--- src/rtl/relu_backward_seq.sv ---
// Streams a gradient tensor through a WIDTH-lane ReLU backward layer one chunk per cycle.
// Optional stall counter output enabled by defining RELU_BWD_SEQ_PERF_EN.
module relu_backward_seq #(
    parameter int WIDTH         = 8,
    parameter int LAYER_LATENCY = 1,
    parameter int FIFO_DEPTH    = 4,
    parameter int CNT_W         = 16
) (
    input  logic             clk,
    input  logic             reset,
    input  logic             start,
    input  logic [CNT_W-1:0] num_elems,
    input  logic             in_valid,
    output logic             in_ready,
    input  logic [31:0]      in_data [WIDTH-1:0],
    output logic [31:0]      lyr_in_vec [WIDTH-1:0],
    input  logic [31:0]      lyr_out_vec [WIDTH-1:0],
    output logic             out_valid,
    input  logic             out_ready,
    output logic [31:0]      out_data [WIDTH-1:0],
    output logic [WIDTH-1:0] out_mask,
    output logic             out_last,
    output logic             busy,
    output logic             done
`ifdef RELU_BWD_SEQ_PERF_EN
    ,
    output logic [31:0]      stall_cycles
`endif
);

    localparam int PTR_W = $clog2(FIFO_DEPTH);
    localparam int CNT_F = PTR_W + 1;

    typedef enum logic [1:0] {S_IDLE, S_RUN, S_DRAIN, S_DONE} state_t;

    state_t             state_q, state_d;
    logic [CNT_W-1:0]   chunks_left_q, chunks_left_d;
    logic [CNT_W-1:0]   rem_q, rem_d;

    logic [LAYER_LATENCY-1:0] sr_valid_q;
    logic [LAYER_LATENCY-1:0] sr_last_q;
    logic [WIDTH-1:0]         sr_mask_q [LAYER_LATENCY-1:0];

    logic [31:0]            fifo_data_q [FIFO_DEPTH-1:0][WIDTH-1:0];
    logic [WIDTH-1:0]       fifo_mask_q [FIFO_DEPTH-1:0];
    logic [FIFO_DEPTH-1:0]  fifo_last_q;
    logic [PTR_W-1:0]       wr_ptr_q, rd_ptr_q;
    logic [CNT_F-1:0]       fifo_count_q;

    logic [CNT_F-1:0]   inflight;
    logic [CNT_F-1:0]   credit;
    logic               accept;
    logic               is_last_chunk;
    logic [WIDTH-1:0]   chunk_mask;
    logic               fifo_push;
    logic               fifo_pop;
    logic [CNT_W:0]     elems_rounded;
    logic [CNT_W-1:0]   chunks_total;
    logic [CNT_W-1:0]   rem_new;

    assign elems_rounded = {1'b0, num_elems} + (CNT_W+1)'(WIDTH - 1);
    assign chunks_total  = CNT_W'(elems_rounded / (CNT_W+1)'(WIDTH));
    assign rem_new       = num_elems % CNT_W'(WIDTH);

    always_comb begin
        inflight = '0;
        for (int k = 0; k < LAYER_LATENCY; k++) begin
            inflight = inflight + CNT_F'(sr_valid_q[k]);
        end
    end

    // Credits cover every chunk that will land in the FIFO, so a tail write never overflows.
    assign credit        = CNT_F'(FIFO_DEPTH) - fifo_count_q - inflight;
    assign in_ready      = (state_q == S_RUN) && (chunks_left_q != '0) && (credit != '0);
    assign accept        = in_valid && in_ready;
    assign is_last_chunk = (chunks_left_q == CNT_W'(1));

    always_comb begin
        for (int i = 0; i < WIDTH; i++) begin
            chunk_mask[i] = !is_last_chunk || (rem_q == '0) || (CNT_W'(i) < rem_q);
            lyr_in_vec[i] = (accept && chunk_mask[i]) ? in_data[i] : 32'h0;
        end
    end

    assign fifo_push = sr_valid_q[LAYER_LATENCY-1];
    assign out_valid = (fifo_count_q != '0);
    assign fifo_pop  = out_valid && out_ready;
    assign out_mask  = out_valid ? fifo_mask_q[rd_ptr_q] : '0;
    assign out_last  = out_valid && fifo_last_q[rd_ptr_q];

    always_comb begin
        for (int i = 0; i < WIDTH; i++) begin
            out_data[i] = out_valid ? fifo_data_q[rd_ptr_q][i] : 32'h0;
        end
    end

    assign busy = (state_q == S_RUN) || (state_q == S_DRAIN);
    assign done = (state_q == S_DONE);

    always_comb begin
        state_d       = state_q;
        chunks_left_d = chunks_left_q;
        rem_d         = rem_q;
        case (state_q)
            S_IDLE: begin
                if (start) begin
                    chunks_left_d = chunks_total;
                    rem_d         = rem_new;
                    state_d       = (num_elems == '0) ? S_DONE : S_RUN;
                end
            end
            S_RUN: begin
                if (accept) begin
                    chunks_left_d = chunks_left_q - CNT_W'(1);
                    if (is_last_chunk) begin
                        state_d = S_DRAIN;
                    end
                end
            end
            S_DRAIN: begin
                if (fifo_pop && out_last) begin
                    state_d = S_DONE;
                end
            end
            S_DONE:  state_d = S_IDLE;
            default: state_d = S_IDLE;
        endcase
    end

    always_ff @(posedge clk) begin
        if (reset) begin
            state_q       <= S_IDLE;
            chunks_left_q <= '0;
            rem_q         <= '0;
        end else begin
            state_q       <= state_d;
            chunks_left_q <= chunks_left_d;
            rem_q         <= rem_d;
        end
    end

    // Metadata travels alongside the layer so it meets the matching out_vec at the tail.
    always_ff @(posedge clk) begin
        if (reset) begin
            sr_valid_q <= '0;
            sr_last_q  <= '0;
            for (int k = 0; k < LAYER_LATENCY; k++) begin
                sr_mask_q[k] <= '0;
            end
        end else begin
            sr_valid_q[0] <= accept;
            sr_last_q[0]  <= accept && is_last_chunk;
            sr_mask_q[0]  <= accept ? chunk_mask : '0;
            for (int k = 1; k < LAYER_LATENCY; k++) begin
                sr_valid_q[k] <= sr_valid_q[k-1];
                sr_last_q[k]  <= sr_last_q[k-1];
                sr_mask_q[k]  <= sr_mask_q[k-1];
            end
        end
    end

    always_ff @(posedge clk) begin
        if (fifo_push) begin
            for (int i = 0; i < WIDTH; i++) begin
                fifo_data_q[wr_ptr_q][i] <= lyr_out_vec[i];
            end
            fifo_mask_q[wr_ptr_q] <= sr_mask_q[LAYER_LATENCY-1];
            fifo_last_q[wr_ptr_q] <= sr_last_q[LAYER_LATENCY-1];
        end
    end

    always_ff @(posedge clk) begin
        if (reset) begin
            wr_ptr_q     <= '0;
            rd_ptr_q     <= '0;
            fifo_count_q <= '0;
        end else begin
            if (fifo_push) begin
                wr_ptr_q <= wr_ptr_q + PTR_W'(1);
            end
            if (fifo_pop) begin
                rd_ptr_q <= rd_ptr_q + PTR_W'(1);
            end
            case ({fifo_push, fifo_pop})
                2'b10:   fifo_count_q <= fifo_count_q + CNT_F'(1);
                2'b01:   fifo_count_q <= fifo_count_q - CNT_F'(1);
                default: fifo_count_q <= fifo_count_q;
            endcase
        end
    end

`ifdef RELU_BWD_SEQ_PERF_EN
    logic [31:0] stall_q, stall_d;

    always_comb begin
        stall_d = stall_q;
        if ((state_q == S_IDLE) && start) begin
            stall_d = '0;
        end else if (busy && out_valid && !out_ready && (stall_q != 32'hFFFF_FFFF)) begin
            stall_d = stall_q + 32'd1;
        end
    end

    always_ff @(posedge clk) begin
        if (reset) begin
            stall_q <= '0;
        end else begin
            stall_q <= stall_d;
        end
    end

    assign stall_cycles = stall_q;
`endif

endmodule
--- config.mk ---
export PLATFORM = sky130hd
export DESIGN_NAME = relu_backward_seq
export DESIGN_NICKNAME = d
export VERILOG_FILES = /design/src/rtl/relu_backward_seq.sv
export SDC_FILE = /design/constraint.sdc
export NUM_CORES = 1
export LEC_CHECK = 0
export CAP_MARGIN = 20
export CORE_AREA = 5 5 408 410
export CTS_BUF_LIST = sky130_fd_sc_hd__clkbuf_4 sky130_fd_sc_hd__clkbuf_8
export CTS_CLUSTER_SIZE = 12
export DETAILED_ROUTE_END_ITERATION = 16
export DIE_AREA = 0 0 413 415
export PLACE_DENSITY = 0.53
export SLEW_MARGIN = 20
export SYNTH_ARGS = -nofsm -noshare
export SYNTH_HDL_FRONTEND = slang
export SYNTH_SLANG_ARGS = --single-unit
--- constraint.sdc ---
create_clock -name clk -period 6.9 [get_ports clk]
set_clock_uncertainty 0.05 [all_clocks]
set_input_delay 2.07 -clock clk [delete_from_list [all_inputs] [get_ports clk]]
set_output_delay 2.07 -clock clk [all_outputs]
set_load 0.05 [all_outputs]
### Yosys cells after proc, flatten, opt, wreduce, memory -nomap -nowiden

Memories as Yosys holds them, arrays and structs flattened. A register that Yosys moved wholly into a read port is not among the register bits.
Index checks and enable logic that the tools add are counted.

* RAM bits: 1064
* logic and storage cells: 124
* bits in read-only memories: 0
* input port bits: 533
* bits in latches: 0
* register bits after elaboration: 34
* output and inout bits: 525
* memories kept: 3

Memories
* fifo_data_q: words 4, width 256, rd ports 1, clocked after memory_dff 1, write ports 1, RTL line 44 `logic [31:0] fifo_data_q [FIFO_DEPTH-1:0][WIDTH-1:0];`
* fifo_mask_q: words 4, width 8, rd ports 1, clocked after memory_dff 1, write ports 1, RTL line 45 `logic [WIDTH-1:0] fifo_mask_q [FIFO_DEPTH-1:0];`
* sr_mask_q: words 1, width 8, rd ports 1, clocked after memory_dff 0, write ports 1, RTL line 42 `logic [WIDTH-1:0] sr_mask_q [LAYER_LATENCY-1:0];`

* multiplexer cells: 44
* reduce and logical (&&, ||, !) cells: 39
* bitwise logic cells: 0
* $lt $le $gt $ge: 11
* eq/ne operators: 10
* shifts and indexed selects: 0
* add/sub/neg operators: 8
* multipliers: 0
* div/mod/pow operators: 0

Operator list (count)
* 2-to-1 mux 32 bit: 16
* logical NOT 16 bit: 2
* 2-to-1 mux 16 bit: 2
* case mux 16 bit (2 select lines): 1
* 2-to-1 mux 8 bit: 3
* 2-to-1 mux 2 bit: 9
* adder 16 x 3 -> 17 bit (second input constant): 1
* equality test 16 x 1 -> 1 bit (second input constant): 1
* logical AND 1 bit: 16
* nonzero test 16 bit: 1
* subtractor 16 x 1 -> 16 bit (second input constant): 1
* < comparator 3 bit (first input constant): 4
* logical OR 1 bit: 10
* 2-to-1 mux 1 bit: 8
* case mux 2 bit (4 select lines): 1
* OR reduction 8 bit: 1
* equality test 2 bit (second input constant): 3
* < comparator 1 x 3 -> 1 bit (first input constant): 2
* < comparator 2 x 3 -> 1 bit (first input constant): 2
* < comparator 2 x 3 -> 1 bit (second input constant): 2
* != test 2 bit (second input constant): 3
* case mux 3 bit (2 select lines): 1
* nonzero test 3 bit: 2
* adder 2 x 1 -> 2 bit (second input constant): 2
* 16 further kinds: 18

### Longest topological paths before layout

Gate-level depths: netlist of run 1.

* word-level depth: 7
* mapped depth: 10
* depth with buffers taken out: 8

### Worst setup path after synthesis of run 1

No wires, ideal clock.

* kind: reg2reg
* start point: reg wr_ptr_q[0]
* end point: mem fifo_data_q[0][0] in the netlist's numbering (enable)
* period minus slack after synthesis: 7.255 ns
* setup time: 0.659 ns
* path buffers: 0
* required time: 6.191 ns
* arrival time: 6.546 ns
* cell stages (with the launch flop): 4
* path slack: -0.355 ns
* path through: dfxtp_1 > inv_1 > ha_1 > and2_1

RTL lines
* start: declaration: RTL line 47 `logic [PTR_W-1:0] wr_ptr_q, rd_ptr_q;`
* start signal: assignment: RTL line 179 `wr_ptr_q <= wr_ptr_q + PTR_W'(1);`
* end: declaration: RTL line 44

No word-level cell before the write port.

==> impl_metrics.csv, run 1 <==
group,metric,value,unit
outcome,status,"completed",
logic_synthesis,ys_ff_latch,1100,
logic_synthesis,yosysSeqAreaShare,73.3,%
clock_tree,insertion_delay,0.84,ns
layout,nets,3977,
placement,hpwlAfterDp,126000,µm
sta,period_needed,6.38,ns
clock_tree,root_buffer,"clkbuf_8",
sta,rsz0062_at_grt,"no",
die,num_rows,148,
power,leakage,20.8,nW
sta,clock.fmax,157,MHz
logic_synthesis,async_reset_ff_share,0,%
global_route,grt_max_degree,114,
route,via_per_inst,4.45,
logic_synthesis,synth_top_family_by_area,"multiplexers",
logic_synthesis,netlist_instances,2262,
setup_path,endpoint_kind,"output pin",
route,drtPass1Iterations,5,
die,design.portCount,1058,
setup_path,critPathLaunchType,"primary input",
logic_synthesis,netlist_area,44500,µm²
route,drt_iter0_drc,1640,
global_route,grt_usage,19.4,%
clock_tree,postCtsHoldBufs,0,
setup_path,required,4.78,ns
die,die_w,413,µm
route,routed.top_layer,"met5",
route,route.detailed.drc,0,
sta,hold_viol_final,0,
logic_synthesis,synth.top_cells.by_area,"edfxtp_1 (71%), mux4_2 (13%), and2_1 (6.0%), and2_4 (2.0%), dfxtp_1 (1.8%)",
power,vdd_ir_drop_max,0.000267,V
clock_tree,cts.repair.resized,0,
sta,drv_slew,0,
logic_synthesis,synth_most_common_cell,"edfxtp_1",
route,wire_per_inst,29.5,µm
layout,fillCellCount,14812,
global_route,antenna_found_initial,71,
global_route,grt_pass1_wl,231000,µm
setup_path,critPathMaxFanout,33,
setup_path,worstSetupPathType,"in2out",
clock_tree,postCtsSetupBuffers,0,
die,core_area,162000,µm²
clock_tree,cts_tree,"done",
placement,port_buffers,1057,
sta,worst_slew_pin_slew,1.10,ns
global_route,first_global_vias,27226,
logic_synthesis,syn_avg_cell_area,19.7,µm²
logic_synthesis,yosys-mux-area-fraction,13.5,%
die,initial_core_util,27.5,%
logic_synthesis,synth-compound-area-share,1.30,%
logic_synthesis,synth_edf_count,1060,
die,die-area,171000,µm²
clock_tree,numCtsBuffers,187,
clock_tree,path_clk_slew,0.06,ns
logic_synthesis,synth_flop_cell,"edfxtp_1",
clock_tree,htreeDepth,4,
clock_tree,numClockSinks,1100,
logic_synthesis,yosysWarnings,0,
route,met3WireLength,17100,µm
logic_synthesis,synth.top_cell.area_share,71.5,%
logic_synthesis,synth-xor-area-share,0.393,%
route,wl,170000,µm
logic_synthesis,synth_fa_ha_area_share,0.467,%
global_route,gr-total-overflow,0,
route,m1WireLength,71200,µm
power,p_total,23.0,mW
layout,drive_gt1_share,28.2,%
logic_synthesis,yosys.area.top_type,"edfxtp_1",
route,wl_met2,79600,µm
sta,setup_viol,0,
logic_synthesis,ys_types,65,
logic_synthesis,syn-num-nets,2811,
min_path,hold_path.class,"reg2reg",
power,power.density,360,nW/µm²
sta,hold_ws,0.416,ns
sta,period_share,92.4,%
placement,place.gp.congestion,0.950,
sta,maxSlewHeadroom,26.7,%
layout,syn_to_final_growth,43.6,%
sta,finalSetupTns,0,ns
route,postRouteAntennaNets,0,
die,die_h,415,µm
route,num_vias,25666,
setup_path,crit_arrival,4.26,ns
logic_synthesis,synth_top_cells_by_count,"edfxtp_1 (1060), and2_1 (425), mux4_2 (265)",
logic_synthesis,synth-simple-area-share,9.50,%
clock_tree,cts_buffer_depth,3,
run,cap_violations,0,
## path summary, 6_finish.rpt
path,end,slack (ns),cells after the start,from
setup / recovery,lyr_in_vec[64],0.52,7,in_valid
hold / removal,chunks_left_q[7]$_SDFFE_PP0P_,0.42,2,chunks_left_q[7]$_SDFFE_PP0P_
setup reg to reg,chunks_left_q[3]$_SDFFE_PP0P_,3.96,8,fifo_push$_SDFF_PP0_
hold reg to reg,chunks_left_q[7]$_SDFFE_PP0P_,0.42,2,chunks_left_q[7]$_SDFFE_PP0P_
## layout make-up
class,count,area (µm²),area share [%]
flip-flops and latches,1100,32600,51.0
repair buffers,1104,13600,21.2
multi-input cells,1021,11200,17.6
clock buffers,261,3140,4.90
well taps,2175,2720,4.26
clock inverters,73,552,0.863
inverters,14,52.6,0.0822
diodes,21,52.6,0.0822
## routing by layer
layer	track usage (%)	up-vias
li1	-	11279
met1	25.1	13152
met2	30.9	963
met3	8.33	226
met4	3.47	46
met5	0	-
## power breakdown
group	internal, mW	switching, mW	leakage, nW
sequential	7.62	0.146	9.87
combinational	3.64	5.84	9.01
clock	3.11	2.67	1.95
## worst max-delay path: stages
cell and delay, ns:
clkdlybuf4s50_1 0.57, o211ai_1 0.26, a21o_4 0.35, a21oi_4 0.13, buf_4 0.41, and2_1 0.28, buf_12 0.16
## stage by stage
step	setup slack, ns	utilization (%)	cell area [µm²]	instances
final	0.524	39.5	64000	5769
after global placement	0.508	37.2	60200	5414
after detailed placement	0.510	37.2	60200	5414
after global routing	0.448	39.4	63900	5750
after floorplan	1.41	-	44500	2262
after CTS	0.509	39.4	63900	5748
## sequential cells by signal, summed over array words and instances (netlist names), named ones only
signal         flops
sr_last_q          1
fifo_last_q        4
fifo_mask_q       32
chunks_left_q     16
fifo_count_q       3
state_q            2
rem_q              3
rd_ptr_q           2
fifo_push          1
wr_ptr_q           2
fifo_data_q     1024
sr_mask_q          8
## kinds of logic after synthesis
group / after synthesis
AO/OA/AOI/OAI: 74
XOR/XNOR: 20
adder cells (fa/ha/maj): 16
buffers and inverters: 141
flip-flops: 1100
multiplexers: 268
AND/OR/NAND/NOR: 643
## layout by cell type (no fill, tap or decap), types with 6 or more instances in the layout
cell type,synthesis,final
edfxtp_1,1060,1060
clkdlybuf4s50_1,0,801
and2_1,425,421
mux4_2,265,265
buf_12,1,261
clkbuf_8,0,188
and2_4,102,106
clkbuf_4,0,73
buf_4,0,42
dfxtp_1,40,38
clkinv_1,0,34
nor2_1,23,23
nand2_1,22,22
diode_2,0,21
clkinv_2,0,18
nand3_1,15,15
ha_1,15,15
inv_1,14,14
a21oi_1,14,13
o21ai_0,12,12
xnor2_1,11,11
nor3_1,9,9
xor2_1,9,9
a211oi_1,8,7
inv_12,0,7
and4_1,6,6
Power figures use the tool's default switching activity.
==> run 2, diff against run 1 <==
--- a/config.mk
+++ b/config.mk
@@ -11,7 +11,7 @@
 export CTS_CLUSTER_SIZE = 12
 export DETAILED_ROUTE_END_ITERATION = 16
 export DIE_AREA = 0 0 413 415
-export PLACE_DENSITY = 0.53
+export PLACE_DENSITY = 0.59
 export SLEW_MARGIN = 20
 export SYNTH_ARGS = -nofsm -noshare
 export SYNTH_HDL_FRONTEND = slang
==> run 2 against run 1 <==
  * Utilization is 0.40 points lower
  * Clock-buffer cell count fell by 21
  * Sequential power about the same
  * Sequential share of layout area is 0.52 points higher
  * Worst hold slack got worse by 0.0074 ns
  * Die area unchanged
  * Non-clock buffer count is 1 lower
  * Final area fell by 1.0%
  * Power fell by 0.92%
  * Critical path type unchanged
  * Largest cell class unchanged
==> impl_metrics.csv, run 2 (synthesized netlist as in run 1, its figures left out) <==
group,metric,value,unit
sta,period_needed,6.35,ns
clock_tree,postCtsSetupBuffers,0,
global_route,grt_max_degree,121,
die,num_rows,148,
sta,rsz0062_at_grt,"no",
power,combPwrFrac,41.4,%
power,power.density,360,nW/µm²
global_route,gr-total-overflow,0,
power,internal_power,14.2,mW
run,cap_violations,0,
clock_tree,cts.repair.resized,0,
route,route.detailed.drc,0,
route,wl,177000,µm
sta,drv_slew,0,
sta,worst_slew_pin_slew,1.09,ns
clock_tree,cts_tree,"done",
clock_tree,numClockSinks,1100,
global_route,grt_usage,20.3,%
global_route,antenna_found_initial,106,
layout,nets,3970,
setup_path,slowest_delay,0.80,ns
placement,place_area,59600,µm²
power,swShare,37.9,%
placement,dp_slack,0.541,ns
setup_path,path_buf_inv,3,
setup_path,cp_slowest_cell,"clkdlybuf4s50_1",
die,die_w,413,µm
clock_tree,cts_buffer_depth,3,
setup_path,worstSetupPathType,"in2out",
power,power.share.clock,24.7,%
route,wire_per_inst,30.8,µm
layout,reg.largest.list,"fifo_data_q x1024, fifo_mask_q x32, chunks_left_q x16",
power,vdd_ir_drop_max,0.000225,V
placement,hpwlAfterDp,135000,µm
sta,hold_viol_final,0,
clock_tree,numCtsBuffers,181,
setup_path,critPathLaunchType,"primary input",
route,postRouteAntennaNets,0,
power,pwr-share-seq,33.9,%
power,leakage,20.6,nW
setup_path,crit_arrival,4.23,ns
clock_tree,root_buffer,"clkbuf_8",
sta,period_share,92.1,%
clock_tree,htreeDepth,4,
layout,finalInstanceArea,63300,µm²
setup_path,r2r_setup_slack,3.80,ns
die,design.portCount,1058,
layout,stdcell_count,5762,
setup_path,endpoint_kind,"output pin",
layout,layout_commonest_cell,"edfxtp_1",
clock_tree,path_clk_slew,0.07,ns
setup_path,required,4.78,ns
layout,largest_reg_flops,1024,
setup_path,cp_common_cell,"clkdlybuf4s50_1",
setup_path,path_cells,"clkdlybuf4s50_1 > o211ai_1 > a21oi_2 > buf_4 > and2_1 > clkdlybuf4s50_1",
outcome,status,"completed",
sta,finalSetupTns,0,ns
global_route,grt_pass1_wl,238000,µm
sta,hold_ws,0.408,ns
power,p_sw,8.65,mW
clock_tree,insertion_delay,0.86,ns
die,die-area,171000,µm²
route,drtPass1Iterations,7,
setup_path,critPathMaxFanout,35,
layout,final_core_util,39.1,%
die,initial_core_util,27.5,%
min_path,hold_path.class,"reg2reg",
die,core_area,162000,µm²
die,die_h,415,µm
sta,setup_slack,0.547,ns
placement,place.gp.congestion,0.972,
route,num_vias,26056,
power,p_total,22.8,mW
global_route,first_global_vias,27179,
sta,setup_viol,0,
layout,layout_common_cells,"edfxtp_1 (1060), clkdlybuf4s50_1 (809), and2_1 (421)",
layout,top_register,"fifo_data_q",
layout,syn_to_final_growth,42.2,%
placement,dpl.cell_count,5413,
layout,drive_gt1_share,27.3,%
clock_tree,postCtsHoldBufs,0,
route,via_per_inst,4.52,
sta,clock.fmax,157,MHz
route,drt_iter0_drc,1961,
setup_path,crit_family,"buffers and inverters",
sta,maxSlewHeadroom,27.3,%
placement,port_buffers,1057,
==> run 2: changes by cell type in the layout (fill, tap and decap cells not counted), moves of 7 or more <==
cell / change
buf_4: +36
buf_12: -45
clkbuf_4: -15
clkinv_2: -7
clkdlybuf4s50_1: +8
clkinv_1: +16
==> run 2: power by group through the flow <==
stage / logic (mW) / registers (mW) / clock network [mW]
finish: 9.44 / 7.74 / 5.63
global placement: 9.57 / 7.87 / 0
global route: 9.87 / 7.77 / 6.14
floorplan: 5.60 / 7.86 / 0
CTS: 9.60 / 7.74 / 5.83
detailed placement: 9.57 / 7.88 / 0
==> run 2: worst paths after layout <==
| check | from | to | depth (start not counted) |
|---|---|---|---|
| worst min register to register | sr_mask_q[0][6]$_SDFF_PP0_ | fifo_mask_q[2][6]$_DFFE_PP_ | 0 |
| worst max register to register | fifo_push$_SDFF_PP0_ | chunks_left_q[3]$_SDFFE_PP0P_ | 8 |
| worst min-delay path | sr_mask_q[0][6]$_SDFF_PP0_ | fifo_mask_q[2][6]$_DFFE_PP_ | 0 |
| worst max-delay path | in_valid | lyr_in_vec[20] | 6 |
==> run 2: cell type report <==
type,count,area [µm²]
timing repair buffer,1103,13000
sequential,1100,32600
tap,2175,2720
multi-input combinational,1021,11200
clock inverter,82,654
antenna,27,67.6
fill,14853,98700
inverter,14,52.6
clock buffer,240,2940
==> run 2: per-layer routing <==
| metal | up-vias | part of all wire, % | global-route usage [%] |
|---|---|---|---|
| met5 | - | 0.11 | 0 |
| met4 | 30 | 1.6 | 3.33 |
| met3 | 275 | 8.0 | 6.67 |
| met2 | 1061 | 48 | 33.0 |
| met1 | 13414 | 43 | 27.0 |
| li1 | 11276 | - | - |
==> run 2: worst reg2reg max path, delay by kind of cell, from the launching register on <==
family | cells | cell delay (ns)
compound gates | 3 | 1.43
flops | 1 | 0.49
fa+ha+maj | 2 | 0.39
buf+inv | 1 | 0.11
xor+xnor | 1 | 0.39
simple gates | 1 | 0.14
==> run 3, diff against run 2 <==
--- a/config.mk
+++ b/config.mk
@@ -6,12 +6,12 @@
 export NUM_CORES = 1
 export LEC_CHECK = 0
 export CAP_MARGIN = 20
-export CORE_AREA = 5 5 408 410
+export CORE_AREA = 2 2 417 419
 export CTS_BUF_LIST = sky130_fd_sc_hd__clkbuf_4 sky130_fd_sc_hd__clkbuf_8
 export CTS_CLUSTER_SIZE = 12
 export DETAILED_ROUTE_END_ITERATION = 16
-export DIE_AREA = 0 0 413 415
-export PLACE_DENSITY = 0.59
+export DIE_AREA = 0 0 419 421
+export PLACE_DENSITY = 0.57
 export SLEW_MARGIN = 20
 export SYNTH_ARGS = -nofsm -noshare
 export SYNTH_HDL_FRONTEND = slang
==> run 3 against run 2 <==
  * Final area rose by 0.49%
  * Global-route usage fell by 0.93 points
  * Maximum frequency fell by 3.7%
  * Worst setup slack got worse by 0.25 ns
==> impl_metrics.csv, run 3 (synthesized netlist as in run 1, its figures left out) <==
group,metric,value,unit
setup_path,path_cells,"clkdlybuf4s50_1 > o211ai_1 > a21o_4 > a21oi_4 > buf_4 > and2_4 > buf_12",
sta,period_share,95.6,%
route,via_per_inst,4.41,
die,die_h,421,µm
sta,maxSlewHeadroom,14.3,%
global_route,first_global_vias,26976,
route,wl,173000,µm
sta,drv_slew,0,
power,leakage,20.7,nW
placement,port_buffers,1057,
placement,place_area,59900,µm²
global_route,grt_max_degree,130,
global_route,grt_util_met3,5.22,%
placement,hpwlAfterDp,127000,µm
sta,worst_slew_pin_slew,1.29,ns
route,route.detailed.drc,0,
clock_tree,numClockSinks,1100,
clock_tree,insertion_delay,0.86,ns
route,drt_iter0_drc,1648,
power,swShare,38.0,%
sta,setup_viol,0,
power,internal_power,14.2,mW
global_route,antenna_found_initial,101,
power,p_sw,8.71,mW
setup_path,worstSetupPathType,"in2out",
layout,top_register,"fifo_data_q",
layout,layout_commonest_cell,"edfxtp_1",
clock_tree,path_clk_slew,0.06,ns
clock_tree,cts_buffer_depth,3,
min_path,hold_path.class,"reg2reg",
layout,reg.largest.list,"fifo_data_q x1024, fifo_mask_q x32, chunks_left_q x16",
die,die-area,176000,µm²
outcome,status,"completed",
clock_tree,root_buffer,"clkbuf_8",
setup_path,critPathMaxFanout,15,
setup_path,required,4.78,ns
sta,hold_viol_final,0,
route,num_vias,26077,
clock_tree,cts.repair.resized,0,
placement,dpl.cell_count,5566,
sta,finalSetupTns,0,ns
power,combPwrFrac,40.7,%
setup_path,critPathLaunchType,"primary input",
layout,finalInstanceArea,63600,µm²
layout,stdcell_count,5916,
power,pwr-share-seq,33.9,%
sta,clock.fmax,152,MHz
die,initial_core_util,25.8,%
clock_tree,numCtsBuffers,186,
placement,place.gp.congestion,1.00,
setup_path,endpoint_kind,"output pin",
die,num_rows,153,
clock_tree,cts_tree,"done",
setup_path,cp_slowest_cell,"a21oi_4",
run,cap_violations,0,
setup_path,crit_arrival,4.48,ns
layout,layout_common_cells,"edfxtp_1 (1060), clkdlybuf4s50_1 (821), and2_1 (421)",
setup_path,reg2regPathDepth,7,
clock_tree,postCtsHoldBufs,0,
placement,dp_slack,0.364,ns
route,wire_per_inst,29.3,µm
clock_tree,htreeDepth,4,
layout,syn_to_final_growth,42.9,%
global_route,use_met2,31.6,%
die,core_area,172000,µm²
clock_tree,postCtsSetupBuffers,0,
sta,setup_slack,0.300,ns
die,design.portCount,1058,
route,drtPass1Iterations,5,
global_route,grt_pass1_wl,234000,µm
power,p_total,22.9,mW
setup_path,slowest_delay,0.63,ns
global_route,grt_usage,19.4,%
layout,largest_reg_flops,1024,
sta,rsz0062_at_grt,"no",
route,postRouteAntennaNets,0,
layout,nets,3978,
sta,period_needed,6.60,ns
global_route,grt_use_met1,25.5,%
global_route,gr-max-usage-layer,"met2",
min_path,holdPathStages,2,
layout,fillCellCount,16136,
die,die_w,419,µm
layout,drive_gt1_share,27.3,%
power,power.density,361,nW/µm²
global_route,gr-total-overflow,0,
power,vdd_ir_drop_max,0.000205,V
power,power.share.clock,25.4,%
## run 3: cell count changes in the layout (fill, tap and decap cells not counted), moves of 3 or more
cell / change
diode_2: -13
clkdlybuf4s50_1: +12
buf_4: -7
clkbuf_8: +5
inv_8: -3
## run 3: area by class of cell
cell class / count / area (µm²) / share of cell area, %
Sequential cell: 1100 / 32600 / 51.3
Clock buffer: 247 / 3020 / 4.75
Tap cell: 2325 / 2910 / 4.57
Multi-Input combinational cell: 1021 / 11200 / 17.6
Clock inverter: 89 / 697 / 1.10
Timing Repair Buffer: 1106 / 13000 / 20.5
Antenna cell: 14 / 35.0 / 0.0551
Inverter: 14 / 52.6 / 0.0826
## run 3: layer usage
metal	routed length [µm]	part of all wire, %
met1	73800	43
met2	83800	48
met3	12300	7.1
met4	3030	1.8
met5	165	0.095
## run 3: path summary, 6_finish.rpt
kind                                  from                       endpoint  slack, ns
max                               in_valid                 lyr_in_vec[99]       0.30
min          chunks_left_q[7]$_SDFFE_PP0P_  chunks_left_q[7]$_SDFFE_PP0P_       0.42
max reg2reg        state_q[1]$_SDFFE_PP0P_     sr_mask_q[0][3]$_SDFF_PP0_       3.54
min reg2reg  chunks_left_q[7]$_SDFFE_PP0P_  chunks_left_q[7]$_SDFFE_PP0P_       0.42
## run 3: worst max-delay path: cells and delay by family
| family | cells | cell delay [ns] |
|---|---|---|
| buf+inv | 3 | 0.99 |
| simple gates | 1 | 0.20 |
| compound gates | 3 | 1.17 |
## run 3: power by group through the flow
stage | registers, mW | logic [mW] | clock network, mW
after floorplan | 7.86 | 5.60 | 0
after global placement | 7.91 | 9.43 | 0
after detailed placement | 7.92 | 9.42 | 0
after CTS | 7.78 | 9.46 | 6.07
after global routing | 7.80 | 9.74 | 6.33
final | 7.77 | 9.33 | 5.84
## run 3: per-stage QoR
stage	hold slack (ns)	util (%)
final	0.416	36.9
after detailed placement	0.406	34.7
after CTS	0.414	36.9
after floorplan	0.388	-
after global routing	0.451	36.9
after global placement	0.401	34.7
